$ cat config.mk
export PLATFORM = sky130hd
export DESIGN_NAME = uart_rx_deserializer
export DESIGN_NICKNAME = d
export VERILOG_FILES = /design/src/rtl/uart_rx_deserializer.sv
export SDC_FILE = /design/constraint.sdc
export NUM_CORES = 1
export LEC_CHECK = 0
export BUFFER_PORTS_ARGS = -buffer_cell sky130_fd_sc_hd__buf_2
export CORE_MARGIN = 1
export CORE_UTILIZATION = 58
export DETAILED_ROUTE_END_ITERATION = 10
export GPL_TIMING_DRIVEN = 0
export PLACE_DENSITY_LB_ADDON = 0.1
export SLEW_MARGIN = 30
export SYNTH_ARGS = -nofsm -noshare
export SYNTH_HDL_FRONTEND = slang
export SYNTH_SLANG_ARGS = --single-unit
$ cat constraint.sdc
create_clock -name Clock -period 2.5 [get_ports Clock]
set_clock_uncertainty 0.15 [all_clocks]
set_input_delay 0.5 -clock Clock [delete_from_list [all_inputs] [get_ports Clock]]
set_output_delay 0.5 -clock Clock [all_outputs]
set_load 0.02 [all_outputs]
$ cat src/rtl/uart_rx_deserializer.sv
// UART receive deserializer: synchronizes SerialIn, frames start/data/parity/stop bits
// and presents each correctly framed word with a one-cycle SetFlag pulse.
module uart_rx_deserializer #(
  parameter int unsigned WORD_SIZE    = 8,
  parameter int unsigned CLKS_PER_BIT = 16,
  parameter int unsigned PARITY_EN    = 0
) (
  input  logic                 Clock,
  input  logic                 ResetN,
  input  logic                 SerialIn,
  output logic [WORD_SIZE-1:0] DataOut,
  output logic                 SetFlag,
  output logic                 FramingError,
  output logic                 ParityError,
  output logic                 Busy
);

  localparam int unsigned CNT_W = (CLKS_PER_BIT > 1) ? $clog2(CLKS_PER_BIT) : 1;
  localparam int unsigned IDX_W = (WORD_SIZE > 1) ? $clog2(WORD_SIZE) : 1;
  localparam logic [CNT_W-1:0] HALF_LAST = CNT_W'(CLKS_PER_BIT / 2 - 1);
  localparam logic [CNT_W-1:0] BIT_LAST  = CNT_W'(CLKS_PER_BIT - 1);
  localparam logic [IDX_W-1:0] IDX_LAST  = IDX_W'(WORD_SIZE - 1);

  typedef enum logic [2:0] {
    S_IDLE,
    S_START,
    S_DATA,
    S_PARITY,
    S_STOP,
    S_WAIT_HIGH
  } state_e;

  state_e               state_q, state_d;
  logic [CNT_W-1:0]     cnt_q, cnt_d;
  logic [IDX_W-1:0]     idx_q, idx_d;
  logic [WORD_SIZE-1:0] shift_q, shift_d;
  logic                 par_err_q, par_err_d;
  logic                 rx_meta_q, rx_meta_d;
  logic                 rx_sync_q, rx_sync_d;
  logic [WORD_SIZE-1:0] data_out_q, data_out_d;
  logic                 set_flag_q, set_flag_d;
  logic                 framing_err_q, framing_err_d;
  logic                 parity_err_q, parity_err_d;
  logic                 busy_q, busy_d;
  logic                 bit_done;

  assign bit_done = (cnt_q == BIT_LAST);

  always_comb begin
    rx_meta_d = SerialIn;
    rx_sync_d = rx_meta_q;
  end

  // State and datapath registers
  always_ff @(posedge Clock) begin
    if (!ResetN) begin
      state_q       <= S_IDLE;
      cnt_q         <= '0;
      idx_q         <= '0;
      shift_q       <= '0;
      par_err_q     <= 1'b0;
      rx_meta_q     <= 1'b1;
      rx_sync_q     <= 1'b1;
      data_out_q    <= '0;
      set_flag_q    <= 1'b0;
      framing_err_q <= 1'b0;
      parity_err_q  <= 1'b0;
      busy_q        <= 1'b0;
    end else begin
      state_q       <= state_d;
      cnt_q         <= cnt_d;
      idx_q         <= idx_d;
      shift_q       <= shift_d;
      par_err_q     <= par_err_d;
      rx_meta_q     <= rx_meta_d;
      rx_sync_q     <= rx_sync_d;
      data_out_q    <= data_out_d;
      set_flag_q    <= set_flag_d;
      framing_err_q <= framing_err_d;
      parity_err_q  <= parity_err_d;
      busy_q        <= busy_d;
    end
  end

  // Next-state, bit timing and shift register
  always_comb begin
    state_d   = state_q;
    cnt_d     = cnt_q;
    idx_d     = idx_q;
    shift_d   = shift_q;
    par_err_d = par_err_q;
    case (state_q)
      S_IDLE: begin
        if (!rx_sync_q) begin
          state_d = S_START;
          cnt_d   = '0;
        end
      end
      S_START: begin
        if (cnt_q == HALF_LAST) begin
          cnt_d = '0;
          if (!rx_sync_q) begin
            state_d   = S_DATA;
            idx_d     = '0;
            par_err_d = 1'b0;
          end else begin
            state_d = S_IDLE;
          end
        end else begin
          cnt_d = cnt_q + CNT_W'(1);
        end
      end
      S_DATA: begin
        if (bit_done) begin
          cnt_d          = '0;
          shift_d[idx_q] = rx_sync_q;
          if (idx_q == IDX_LAST) begin
            state_d = (PARITY_EN != 0) ? S_PARITY : S_STOP;
          end else begin
            idx_d = idx_q + IDX_W'(1);
          end
        end else begin
          cnt_d = cnt_q + CNT_W'(1);
        end
      end
      S_PARITY: begin
        if (bit_done) begin
          cnt_d     = '0;
          par_err_d = (^shift_q) ^ rx_sync_q;
          state_d   = S_STOP;
        end else begin
          cnt_d = cnt_q + CNT_W'(1);
        end
      end
      S_STOP: begin
        if (bit_done) begin
          cnt_d   = '0;
          state_d = rx_sync_q ? S_IDLE : S_WAIT_HIGH;
        end else begin
          cnt_d = cnt_q + CNT_W'(1);
        end
      end
      // Hold off retriggering on a break until the line is released
      S_WAIT_HIGH: begin
        if (rx_sync_q) begin
          state_d = S_IDLE;
        end
      end
      default: state_d = S_IDLE;
    endcase
  end

  // Registered outputs, updated on the stop-bit sample
  always_comb begin
    data_out_d    = data_out_q;
    set_flag_d    = 1'b0;
    framing_err_d = framing_err_q;
    parity_err_d  = parity_err_q;
    busy_d        = (state_d != S_IDLE);
    if (state_q == S_STOP && bit_done) begin
      framing_err_d = ~rx_sync_q;
      parity_err_d  = par_err_q;
      if (rx_sync_q) begin
        data_out_d = shift_q;
        set_flag_d = 1'b1;
      end
    end
  end

  assign DataOut      = data_out_q;
  assign SetFlag      = set_flag_q;
  assign FramingError = framing_err_q;
  assign ParityError  = parity_err_q;
  assign Busy         = busy_q;

endmodule
== Yosys cells after proc, flatten, opt, wreduce, memory -nomap -nowiden ==
Cells that the tools add are included.
Word-level totals
  input bits: 3
  logic and storage cells: 74
  output and inout port bits: 12
  flip-flop bits (word level): 33
Operators by class
  $add $sub $neg: 2
  bitwise operators: 2
  mux-type cells: 27
  reduce and logical (&&, ||, !) cells: 15
  magnitude comparators: 2
  equal/unequal tests: 14
Operator list (number)
  two-way mux 3 bit: 12
  case mux 3 bit (6 select lines): 1
  two-way mux 4 bit: 3
  inequality test 2 bit, second input constant: 6
  case mux 4 bit (3 select lines): 1
  == test 3 bit, second input constant: 3
  bitwise mux 8 bit: 1
  AND reduction 2 bit: 4
  XOR reduction 8 bit: 1
  == test 3 x 2 -> 1 bit, second input constant: 2
  case mux 3 bit (2 select lines): 1
  nonzero test 3 bit: 2
  two-way mux 1 bit: 5
  AND reduction 5 bit: 1
  adder 4 x 1 -> 4 bit, second input constant: 1
  == test 4 x 3 -> 1 bit, second input constant: 1
  == test 4 bit, second input constant: 1
  less-than comparator 3 x 4 -> 1 bit, second input constant: 1
  AND reduction 4 bit: 1
  nonzero test 2 bit: 2
  adder 3 x 1 -> 3 bit, second input constant: 1
  demux 1 bit (select 3 bit): 1
  == test 3 x 1 -> 1 bit, second input constant: 1
  >= comparator 3 x 1 -> 1 bit, second input constant: 1
  other kinds (7): 8

== Depth between registers and ports, before layout ==
  depth after elaboration: 5
  mapped depth: 7
  depth with buffers taken out: 6

== Worst setup path before layout ==
OpenSTA, ideal clock, no wires.
  path kind: register -> register
  start point: reg cnt_q[0]
  end point: reg data_out_q[0] (netlist: DataOut[0])
  setup slack: 0.730 ns
  library setup time: 0.117 ns
  cell stages (with the launch flop): 8
  period minus slack after synthesis: 1.770 ns
  buffers on the path: 2
  arrival: 1.503 ns
  required time: 2.233 ns
  path through: dfxtp_1 ha_1 and3_4 and3_1 buf_6 and3_4 buf_6 a22o_1
Between the ends
  cells in the longest elaborated chain, start to end: 3
RTL lines
  from (decl): line 34  | logic [CNT_W-1:0] cnt_q, cnt_d;
  from (signal assigned): line 71  | cnt_q <= cnt_d;
  == test 4 bit: line 47  | assign bit_done = (cnt_q == BIT_LAST);
  logical AND 1 bit: line 160  | if (state_q == S_STOP && bit_done) begin
  AND reduction 2 bit (no line)
  to (signal assigned): line 77  | data_out_q <= data_out_d;
  to (decl): line 40  | logic [WORD_SIZE-1:0] data_out_q, data_out_d;
Every way passes these cells.
A chain may end at the register's enable or synchronous reset.

== Worst setup path in the final report ==
  start point: reg cnt_q[0]
  end point: reg data_out_q[5] (netlist: DataOut[5])
The elaborated chain is that of the path after synthesis.

==> flow_metrics.env <==
export IMPL_outcome="completed"
export IMPL_yosysWarnings=0
export IMPL_clock_latency_ns=0.34
export IMPL_cts_sinks=33
export IMPL_finalHoldViolations=0
export IMPL_final_area_sq_um=1800
export IMPL_cap_violations=0
export IMPL_slowest_stage="dfxtp_1"
export IMPL_postCtsSetupBuffers=0
export IMPL_io_pins=15
export IMPL_async_flop_share_pct=0
export IMPL_start_kind="flop"
export IMPL_seq_area_sq_um=661
export IMPL_clk_pin_slew_ns=0.10
export IMPL_busiest_layer="met2"
export IMPL_worstPathCellList="ha_1, and3_4, and3_1, buf_6, and3_4, buf_6, a22o_1"
export IMPL_synth_ff_type="dfxtp_1"
export IMPL_firstDrtPassIters=4
export IMPL_grt_pass1_wl_um=5130
export IMPL_grtUsageMet1_pct=24.9
export IMPL_grt_ovfl_total=0
export IMPL_multi_input_area_sq_um=891
export IMPL_worstHoldStart="SerialIn"
export IMPL_cts_buffers_inserted=5
export IMPL_root_buffer="clkbuf_4"
export IMPL_area_delta_synth_final_pct=9.67
export IMPL_slew_viol_final=0
export IMPL_critPathMaxStageDelay_ns=0.35
export IMPL_synth_area_leader_cell="dfxtp_1"
export IMPL_ys_seq_area_share_pct=40.2
export IMPL_cts_max_level=2
export IMPL_cts_hold_buf=0
export IMPL_grt_met2_usage_pct=36.0
export IMPL_ys_top_cells_by_area="dfxtp_1 (40%), mux2i_1 (6.1%), nor2b_1 (4.6%)"
export IMPL_clockBufferDepth=2
export IMPL_dieWidth_um=55.2
export IMPL_cp_max_fo=9
export IMPL_wl_per_cell_um=13.7
export IMPL_rr_startpoint="cnt_q[0]$_SDFFE_PN0P_"
export IMPL_num_rows=18
export IMPL_final_common_cell="dfxtp_1"
export IMPL_rsz0062_at_grt="no"
export IMPL_syn_nets=170
export IMPL_fin_crit_sh_pct=75.0
export IMPL_holdPathStages=2
export IMPL_avgSynthCellArea_sq_um=10.0
export IMPL_endpoint_kind="flop"
export IMPL_diodes=0
export IMPL_crit_start="cnt_q[0]$_SDFFE_PN0P_"
export IMPL_p_leak_nw=0.800
export IMPL_crit_type="reg2reg"
export IMPL_cp_num_buf_inv=2
export IMPL_vdd_drop_max_v=0.000486
export IMPL_cp_arrival_ns=1.96
export IMPL_vias=1218
export IMPL_reg2reg_depth=7
export IMPL_grt_usage_pct=21.1
export IMPL_start_util_pct=64.0
export IMPL_power_total_mw=0.862
export IMPL_worstPathRequired_ns=2.59
export IMPL_ant_nets=0
export IMPL_layout_drive_gt1_share_pct=22.0
export IMPL_rrSetupSlack_ns=0.62
export IMPL_hold_end="rx_meta_q$_SDFF_PN1_"
export IMPL_period_needed_ns=1.88
export IMPL_via_per_inst=5.64
export IMPL_finalSetupTns_ns=0
export IMPL_place_gp_congestion=0.780
export IMPL_place_area_sq_um=1750
export IMPL_synth_area_sq_um=1640
export IMPL_use_met3_pct=4.45
export IMPL_ctsResizeCount=0
export IMPL_ys_ff_latch=33
export IMPL_setup_viol_count_final=0
export IMPL_io_buffers=14
export IMPL_synth_edf_count=0
export IMPL_maxSlewHeadroom_pct=71.0
export IMPL_hold_path_class="in2reg"
export IMPL_r2r_end="DataOut[5]$_SDFFE_PN0P_"
export IMPL_netlist_area_leader_share_pct=40.2
export IMPL_grt_pass1_vias=1148
export IMPL_tightest_slew_ns=0.435
export IMPL_post_dp_hpwl_um=2150
export IMPL_drc=0
export IMPL_die_area_sq_um=3050
export IMPL_nNetsFinal=191
export IMPL_cp_depth=7
export IMPL_ys_types=42
export IMPL_coreArea_sq_um=2570
export IMPL_cts_tree="yes"
export IMPL_die_h_um=55.2
export IMPL_fmax_mhz=533
export IMPL_critPathTopFamily="simple AND/OR/NAND/NOR gates"
export IMPL_powerDensity_nw_per_um2=478
export IMPL_final_cell_mix="dfxtp_1 (33), buf_2 (16), nor2b_1 (12), nand2_1 (11), mux2i_1 (10)"
export IMPL_drt_wl_total_um=2960
export IMPL_synthCells=164
export IMPL_n_fill_cell=207
export IMPL_grt_max_degree=11
export IMPL_antenna_found_initial=0
export IMPL_drt_initial_drc_count=27
-- cell usage after synthesis (3+ instances only) --
| master | n |
|---|---|
| nor2b_1 | 12 |
| and3_1 | 3 |
| a22o_1 | 8 |
| ha_1 | 3 |
| a21oi_1 | 3 |
| nand3b_1 | 3 |
| o21a_1 | 4 |
| nand2b_1 | 6 |
| a21boi_1 | 3 |
| xnor2_1 | 5 |
| mux2i_1 | 10 |
| dfxtp_1 | 33 |
| buf_6 | 5 |
| o21ai_0 | 6 |
| nand3_1 | 5 |
| nand2_1 | 11 |
| nor2_1 | 9 |
-- stage by stage --
stage	setup WS [ns]	std cells	util [%]	hold WS [ns]
after floorplan	0.730	164	-	0.236
after global placement	0.659	208	68.2	0.242
after detailed placement	0.643	208	68.2	0.248
after CTS	0.622	216	70.2	0.178
after global routing	0.548	216	70.2	0.191
final	0.625	216	70.2	0.187
-- worst reg2reg max path: stages, from the launching register on --
cell and delay, ns:
dfxtp_1 0.35, ha_1 0.26, and3_4 0.23, and3_1 0.19
buf_6 0.13, and3_4 0.17, buf_6 0.13, a22o_1 0.18
-- sequential cells by signal, summed over array words and instances, names as in the netlist --
signal and cells:
rx_meta_q 1, Busy 1, SetFlag 1, par_err_q 1, ParityError 1, rx_sync_q 1
idx_q 3, state_q 3, cnt_q 4, shift_q 8, DataOut 8, FramingError 1
-- logic make-up after synthesis --
| kind of cell | Yosys count | synth area share [%] |
|---|---|---|
| buffers and inverters | 12 | 5.63 |
| xor gates and xnor gates | 8 | 5.10 |
| AOI/OAI and AO/OA | 31 | 14.8 |
| muxes | 10 | 6.09 |
| and+or+nand+nor | 67 | 26.0 |
| adders and majority gates | 3 | 2.28 |
| DFF | 33 | 40.2 |
-- where the power goes --
group	internal (mW)	leakage, nW	total [mW]	switching (mW)
combinational	0.0186	0.502	0.0425	0.0239
sequential	0.530	0.267	0.532	0.00185
clock	0.107	0.0320	0.288	0.181
total	0.655	0.800	0.862	0.207
-- worst max path at each step --
| stage | slack [ns] | end |
|---|---|---|
| after floorplan | 0.73 | DataOut[0]$_SDFFE_PN0P_ |
| after global placement | 0.66 | DataOut[5]$_SDFFE_PN0P_ |
| after detailed placement | 0.64 | DataOut[7]$_SDFFE_PN0P_ |
| after CTS | 0.62 | DataOut[7]$_SDFFE_PN0P_ |
| after global routing | 0.55 | Busy$_SDFF_PN0_ |
| final | 0.62 | DataOut[5]$_SDFFE_PN0P_ |
-- cell type report --
type                            count  share of cell area, %
Multi-Input combinational cell    119                   49.4
Sequential cell                    33                   36.6
Buffer                             12                   5.14
Timing Repair Buffer               14                   3.89
Clock buffer                        6                   2.29
Tap cell                           30                   2.08
Clock inverter                      2                  0.555
-- per-layer routing --
metal,part of all wire [%],up-vias
met5,0,-
met4,1.5,0
met3,3.3,7
met2,49,26
met1,46,572
li1,-,613
No activity file was read; power rests on OpenSTA's default activity.
